===== config.mk =====
export PLATFORM = sky130hd
export DESIGN_NAME = refresh_ctrl_flat
export DESIGN_NICKNAME = d
export VERILOG_FILES = /design/src/rtl/refresh_ctrl_if.sv /design/src/rtl/refresh_ctrl.sv /design/src/flat_wrapper.sv
export SDC_FILE = /design/constraint.sdc
export NUM_CORES = 1
export LEC_CHECK = 0
export ABC_AREA = 1
export CORE_AREA = 2 2 66 68
export CTS_CLUSTER_DIAMETER = 120
export DETAILED_ROUTE_END_ITERATION = 7
export DIE_AREA = 0 0 68 70
export HOLD_SLACK_MARGIN = 0.02
export PLACE_DENSITY = 0.94
export SYNTH_ARGS = -nofsm -noshare
export SYNTH_HDL_FRONTEND = slang
export SYNTH_SLANG_ARGS = --single-unit

===== constraint.sdc =====
create_clock -name clk -period 6.8 [get_ports clk]
set_input_delay 1.02 -clock clk [delete_from_list [all_inputs] [get_ports clk]]
set_output_delay 1.02 -clock clk [all_outputs]
set_load 0.01 [all_outputs]

===== src/rtl/refresh_ctrl_if.sv =====
`default_nettype none
// ============================================================================
// Module   : refresh_ctrl_if
// Brief    : Request/grant and DRAM command signals of the refresh controller.
// Revision : 1.0
// ============================================================================
interface refresh_ctrl_if #(
    parameter int RANKS  = 1,
    parameter int DEBT_W = 4
);
    logic              refresh_force;
    logic              ref_gnt;
    logic              ref_req;
    logic              ref_busy;
    logic              ref_urgent;
    logic              ref_overflow;
    logic [DEBT_W-1:0] debt;
    logic [RANKS-1:0]  cs_n;
    logic              ras_n;
    logic              cas_n;
    logic              we_n;
    logic              a10;

    modport master (
        input  refresh_force, ref_gnt,
        output ref_req, ref_busy, ref_urgent, ref_overflow, debt,
               cs_n, ras_n, cas_n, we_n, a10
    );

    modport slave (
        output refresh_force, ref_gnt,
        input  ref_req, ref_busy, ref_urgent, ref_overflow, debt,
               cs_n, ras_n, cas_n, we_n, a10
    );
endinterface
`default_nettype wire


===== src/rtl/refresh_ctrl.sv =====
`default_nettype none
// ============================================================================
// Module   : refresh_ctrl
// Brief    : DRAM auto-refresh controller: tREFI timer, postponed-refresh debt,
//            bus request/grant and per-rank PRECHARGE-ALL + AUTO-REFRESH.
// Revision : 1.0
// ============================================================================
module refresh_ctrl #(
    parameter int RANKS        = 1,
    parameter int T_REFI       = 7800,
    parameter int T_RP         = 15,
    parameter int T_RFC        = 103,
    parameter int MAX_POSTPONE = 8,
    parameter int CNT_W        = 16
) (
    input  logic           clk,
    input  logic           rst,
    refresh_ctrl_if.master bus
);
    localparam int c_DEBT_W = $clog2(MAX_POSTPONE + 1);
    localparam int c_RANK_W = (RANKS > 1) ? $clog2(RANKS) : 1;

    localparam logic [CNT_W-1:0]    c_REFI_RLD  = CNT_W'(T_REFI - 1);
    localparam logic [CNT_W-1:0]    c_RP_RLD    = CNT_W'(T_RP - 2);
    localparam logic [CNT_W-1:0]    c_RFC_RLD   = CNT_W'(T_RFC - 2);
    localparam logic [c_RANK_W-1:0] c_LAST_RANK = c_RANK_W'(RANKS - 1);
    localparam logic [c_DEBT_W-1:0] c_MAX_DEBT  = c_DEBT_W'(MAX_POSTPONE);
    localparam logic [c_DEBT_W:0]   c_MAX_SUM   = (c_DEBT_W + 1)'(MAX_POSTPONE);

    typedef enum logic [2:0] {
        S_IDLE = 3'd0,
        S_REQ  = 3'd1,
        S_PREA = 3'd2,
        S_TRP  = 3'd3,
        S_REF  = 3'd4,
        S_RFC  = 3'd5
    } state_t;

    state_t              r_state;
    state_t              w_state_nxt;
    logic [CNT_W-1:0]    r_refi_cnt;
    logic [CNT_W-1:0]    r_wait;
    logic [c_RANK_W-1:0] r_rank;
    logic [c_DEBT_W-1:0] r_debt;
    logic                r_overflow;
    logic                w_tick;
    logic                w_wait_done;
    logic                w_session_done;
    logic                w_rank_inc;
    logic [c_DEBT_W:0]   w_debt_sum;
    logic                w_sat;

    assign w_tick      = (r_refi_cnt == '0);
    assign w_wait_done = (r_wait == '0);

    always_ff @(posedge clk) begin
        if (rst) begin
            r_refi_cnt <= c_REFI_RLD;
        end else if (w_tick) begin
            r_refi_cnt <= c_REFI_RLD;
        end else begin
            r_refi_cnt <= r_refi_cnt - 1'b1;
        end
    end

    // Reloaded on the single-cycle command states so the wait state that
    // follows lasts exactly (T - 1) cycles.
    always_ff @(posedge clk) begin
        if (rst) begin
            r_wait <= '0;
        end else begin
            case (r_state)
                S_PREA:  r_wait <= c_RP_RLD;
                S_REF:   r_wait <= c_RFC_RLD;
                default: if (!w_wait_done) r_wait <= r_wait - 1'b1;
            endcase
        end
    end

    always_ff @(posedge clk) begin
        if (rst) begin
            r_state <= S_IDLE;
        end else begin
            r_state <= w_state_nxt;
        end
    end

    always_comb begin
        w_state_nxt    = r_state;
        w_session_done = 1'b0;
        w_rank_inc     = 1'b0;
        case (r_state)
            S_IDLE: if (r_debt != '0) w_state_nxt = S_REQ;
            S_REQ:  if (bus.ref_gnt) w_state_nxt = S_PREA;
            S_PREA: w_state_nxt = S_TRP;
            S_TRP:  if (w_wait_done) w_state_nxt = S_REF;
            S_REF:  w_state_nxt = S_RFC;
            S_RFC: begin
                if (w_wait_done) begin
                    if (r_rank == c_LAST_RANK) begin
                        w_session_done = 1'b1;
                        w_state_nxt    = S_IDLE;
                    end else begin
                        w_rank_inc  = 1'b1;
                        w_state_nxt = S_PREA;
                    end
                end
            end
            default: w_state_nxt = S_IDLE;
        endcase
    end

    always_ff @(posedge clk) begin
        if (rst) begin
            r_rank <= '0;
        end else if (r_state == S_REQ && bus.ref_gnt) begin
            r_rank <= '0;
        end else if (w_rank_inc) begin
            r_rank <= r_rank + 1'b1;
        end
    end

    // Debt never underflows: a session only starts with debt > 0 and retires
    // exactly one unit when it completes.
    assign w_debt_sum = {1'b0, r_debt}
                      + {{c_DEBT_W{1'b0}}, w_tick}
                      + {{c_DEBT_W{1'b0}}, bus.refresh_force}
                      - {{c_DEBT_W{1'b0}}, w_session_done};
    assign w_sat      = (w_debt_sum > c_MAX_SUM);

    always_ff @(posedge clk) begin
        if (rst) begin
            r_debt     <= '0;
            r_overflow <= 1'b0;
        end else begin
            r_debt <= w_sat ? c_MAX_DEBT : w_debt_sum[c_DEBT_W-1:0];
            if (w_sat) r_overflow <= 1'b1;
        end
    end

    always_comb begin
        bus.cs_n  = '1;
        bus.ras_n = 1'b1;
        bus.cas_n = 1'b1;
        bus.we_n  = 1'b1;
        bus.a10   = 1'b0;
        case (r_state)
            S_PREA: begin
                bus.cs_n[r_rank] = 1'b0;
                bus.ras_n        = 1'b0;
                bus.we_n         = 1'b0;
                bus.a10          = 1'b1;
            end
            S_REF: begin
                bus.cs_n[r_rank] = 1'b0;
                bus.ras_n        = 1'b0;
                bus.cas_n        = 1'b0;
            end
            default: ;
        endcase
    end

    assign bus.ref_req      = (r_state == S_REQ);
    assign bus.ref_busy     = (r_state == S_PREA) || (r_state == S_TRP) ||
                              (r_state == S_REF)  || (r_state == S_RFC);
    assign bus.ref_urgent   = (r_debt >= c_MAX_DEBT);
    assign bus.ref_overflow = r_overflow;
    assign bus.debt         = r_debt;
endmodule
`default_nettype wire

===== src/flat_wrapper.sv =====
// flat-port wrapper written by rule: the top's interface ports become plain ports
module refresh_ctrl_flat 
#(
    parameter int RANKS        = 1,
    parameter int T_REFI       = 7800,
    parameter int T_RP         = 15,
    parameter int T_RFC        = 103,
    parameter int MAX_POSTPONE = 8,
    parameter int CNT_W        = 16
)
  (clk, rst, bus_refresh_force, bus_ref_gnt, bus_ref_req, bus_ref_busy, bus_ref_urgent, bus_ref_overflow, bus_debt, bus_cs_n, bus_ras_n, bus_cas_n, bus_we_n, bus_a10);
  refresh_ctrl_if #(.RANKS(RANKS)) bus_i ();
  input  logic clk;
  input  logic rst;
  input wire logic [$bits(bus_i.refresh_force)-1:0] bus_refresh_force;
  input wire logic [$bits(bus_i.ref_gnt)-1:0] bus_ref_gnt;
  output wire logic [$bits(bus_i.ref_req)-1:0] bus_ref_req;
  output wire logic [$bits(bus_i.ref_busy)-1:0] bus_ref_busy;
  output wire logic [$bits(bus_i.ref_urgent)-1:0] bus_ref_urgent;
  output wire logic [$bits(bus_i.ref_overflow)-1:0] bus_ref_overflow;
  output wire logic [$bits(bus_i.debt)-1:0] bus_debt;
  output wire logic [$bits(bus_i.cs_n)-1:0] bus_cs_n;
  output wire logic [$bits(bus_i.ras_n)-1:0] bus_ras_n;
  output wire logic [$bits(bus_i.cas_n)-1:0] bus_cas_n;
  output wire logic [$bits(bus_i.we_n)-1:0] bus_we_n;
  output wire logic [$bits(bus_i.a10)-1:0] bus_a10;
  assign bus_i.refresh_force = bus_refresh_force;
  assign bus_i.ref_gnt = bus_ref_gnt;
  assign bus_ref_req = bus_i.ref_req;
  assign bus_ref_busy = bus_i.ref_busy;
  assign bus_ref_urgent = bus_i.ref_urgent;
  assign bus_ref_overflow = bus_i.ref_overflow;
  assign bus_debt = bus_i.debt;
  assign bus_cs_n = bus_i.cs_n;
  assign bus_ras_n = bus_i.ras_n;
  assign bus_cas_n = bus_i.cas_n;
  assign bus_we_n = bus_i.we_n;
  assign bus_a10 = bus_i.a10;
  refresh_ctrl #(.RANKS(RANKS), .T_REFI(T_REFI), .T_RP(T_RP), .T_RFC(T_RFC), .MAX_POSTPONE(MAX_POSTPONE), .CNT_W(CNT_W)) u_core (.clk(clk), .rst(rst), .bus(bus_i));
endmodule

==> impl_results.md <==
- Status: complete, no violations
- #FFs+latches synth: 41
- Fmax: 332 MHz
- Sequential Power Share: 27.8%
- ANT cells: 0
- Post-synthesis mux area share: 0%
- Switch share: 48.9%
- Max-cap violations: 0
- DR pass1 iterations: 5
- PortBufs: 16
- Placed Cells incl. Taps: between 400 and 500
- Syn Nets: between 300 and 400
- Worst-path maximum fanout: 7
- Final setup vio count: 0
- Core area: 4140 µm²
- Final std cells w/o fill: 443
- Avg WL per Cell: 12.0 µm
- Fin crit period: 3.01 ns
- Final hold vios: 0
- Total GRT Usage: 24.3%
- Hold Worst Slack: between 0.3 and 0.4 ns
- Cell Area, Synth: 2470 µm²
- Clock transition at path regs: approximately 0.070 ns
- Leakage Power: 1.31 nW
- Crit-path slowest cell: fa_1
- Clock skew: roughly 0.008 ns
- Clock Sink Count: 41
- HPWL Detailed: 4.09 mm
- Critical path class: flip-flop to flip-flop
- Vias per inst: 5.34
- Type of the most critical hold path: flip-flop to flip-flop
- Starting DRT DRC Count: between 100 and 150
- Max VDD drop: between 0.2 and 0.3 mV
- Final Max Slew Viols: 0
- Logic pwr share: 60.4%
- Worst setup margin: 3.79 ns
- Pin slew with the least headroom to its limit: 0.727 ns
- Overall power: 1.34 mW
- RR Startpoint: u_core.r_wait[0]
- Nets: 408
- Crit start category: flip-flop
- Distinct cells, synth: 34
- NetSw: 0.657 mW
- Slowest cell delay on critical path: around 0.41 ns
- Global-route wire length before repair: 9.11 mm
- H-tree Lvls: 2
- Pre-CTS setup slack: 3.76 ns
- Initial antenna violation count: 0
- Endpoint, Worst Hold: u_core.r_refi_cnt[0]
- Site Rows: 24
- RSZ-0062 raised after global routing: false
- Main flop type after synthesis: dfxtp_1
- Crit-path cells: inv_1, ha_1, nand2_1, nor2_1, nand2_4, nor3_1, ha_1, inv_1, fa_1, fa_1, xnor2_1, nand2_1, nand3_1, nand3b_1, nand2_1, inv_1
- Die width: 68 µm
- Synthesized-area fraction occupied by adder cells: under 10%
- HP Start: u_core.r_refi_cnt[0]
- Post-layout instance area: between 2000 and 3000 µm²
- Worst-Skew Late Latency: 0.29 ns
- Hold Crit Depth: 1
- DRC Markers: 0
- Main combinational cell family by area after synthesis: simple AND/OR/NAND/NOR gates
- Syn_area_per_cell: 6.65 µm²
- Post-synth EDFFs: 0
- ANT nets after route: 0
- CP endpoint kind: flip-flop
- GP Congestion: 0.854
- Cts repair resizes: 0
- Setup TNS: 0 ns
- XOR/XNOR share of the synthesized area: 2.13%
- Internal Power: 0.687 mW
- DR vias: 2,367
- Die ar.: 4760 µm²
- Worst reg-to-reg path cell count: 16
- Sequential share of the synthesized area: 33.2%
- CP arrival: between 3 and 4 ns
- Largest net degree at the start of global routing: 18
- FF-to-FF End: u_core.bus.ref_overflow
- Placement Cell Area: about 2700 µm²
- CP bufs+invs: 3
- CTS Hold Buffers Added: 0
- R2R setup slack: 3.79 ns
- CTS tree: yes
- Vias in the first global route: 2,213
- Gr ovfl total: 0
- Slew headroom: 51.4%
- Clock Tree Root: clkbuf_8
- Pwr per Cell Area: 490 nW/µm²
- I/O Pins: 17
- Final wirelength: roughly 5.3 mm
- Starting Density: 59.6%
- Synth warn: 0
- Clk pwr share: 11.8%
- Die height: 70 µm
- Post-Syn Instances: 371
- Area grow syn2layout: 11.2%
- CP delay by family, top: adder cells
- Post-Synth Simple-Gate Area: 44.5%
- Worst EP required: about 7.0 ns
- Share of cells above drive strength 1: 8.44%
- Clock Path Buffers: 2
- Post-CTS setup buffer count: 0
- Post-synth ARST share: 0%
- Final Util: between 60% and 70%
- Synth Area in Compound Gates: between 4 and 5%
- TritonCTS buffer count: 5
- Tcrit/Tclk final: 44.3%
==> cells in the final DEF, fill, tap and decap left out, drive strengths merged, types with 3 or more instances in the layout <==
master	instances
nor2	86
nor3	3
a21oi	14
xor2	4
nand3	36
clkbuf	7
dfxtp	41
or2	5
ha	11
nand4	10
clkdlybuf4s50	16
nand2	100
inv	43
o21ai	5
==> state kept, by name, indices dropped and copies added, names as in the netlist <==
name,cells
u_core.r_refi_cnt,16
u_core.r_wait,16
u_core.bus.debt,4
u_core.r_state,3
u_core.bus.ref_overflow,1
u_core.r_rank,1
==> logic make-up after synthesis <==
family | Yosys count
and+or+nand+nor | 243
buffers and inverters | 47
DFF | 41
AOI/OAI and AO/OA | 21
adders and majority gates | 13
xor gates and xnor gates | 6
==> power by group through the flow <==
stage | clock (mW) | sequential (mW) | combinational (mW)
2_1_floorplan | 0 | 0.362 | 0.628
5_1_grt | 0.171 | 0.382 | 0.915
3_3_place_gp | 0 | 0.373 | 0.764
3_5_place_dp | 0 | 0.376 | 0.799
6_report | 0.159 | 0.374 | 0.811
4_1_cts | 0.164 | 0.371 | 0.808
==> Yosys cell counts, types with 3 or more instances <==
cell     number  share of area (%)
a21oi_1      13                2.6
dfxtp_1      41                 33
ha_1         11                5.6
inv_1        40                6.1
nand2_1      91                 14
nand2_2       6                1.5
nand2_4       3                1.4
nand3_1      35                7.1
nand4_1       9                2.3
nor2_1       77                 12
nor2_2        7                1.8
nor3_1        3               0.61
o21ai_0       4               0.81
or2_2         3               0.76
xor2_1        4                1.4
==> metal layers <==
metal  part of all wire (%)  global-route usage, %  vias to the layer above
li1                       -                      -                     1212
met1                     43                   28.8                     1097
met2                     52                   42.6                       51
met3                    4.1                   5.48                        7
met4                    1.0                   7.33                        0
met5                      0                      0                        -
==> worst reg2reg max path, cell delays in order (launching register included) <==
cell	delay, ns
dfxtp_1	0.32
inv_1	0.13
ha_1	0.18
nand2_1	0.06
nor2_1	0.24
nand2_4	0.12
nor3_1	0.20
ha_1	0.17
inv_1	0.05
fa_1	0.41
fa_1	0.41
xnor2_1	0.23
nand2_1	0.07
nand3_1	0.12
nand3b_1	0.09
nand2_1	0.06
inv_1	0.05
==> area by class of cell <==
cell class | count | area, µm²
clock buffers | 7 | 86.3
fillers | 345 | 1400
inverters | 44 | 170
multi-input cells | 283 | 1440
flip-flops and latches | 41 | 821
well taps | 52 | 65.1
repair buffers | 16 | 160
==> worst max-delay path by stage <==
| stage | slack, ns | cells after the start | endpoint | from |
|---|---|---|---|---|
| after floorplan | 4.17 | 16 | u_core.bus.ref_overflow | u_core.r_wait[0] |
| after global placement | 3.83 | 9 | u_core.bus.ref_overflow | bus_refresh_force |
| after detailed placement | 3.76 | 9 | u_core.bus.ref_overflow | bus_refresh_force |
| after CTS | 3.79 | 16 | u_core.bus.ref_overflow | u_core.r_wait[0] |
| after global routing | 3.54 | 16 | u_core.bus.ref_overflow | u_core.r_wait[0] |
| final | 3.79 | 16 | u_core.bus.ref_overflow | u_core.r_wait[0] |
Power figures use the tool's default switching activity.
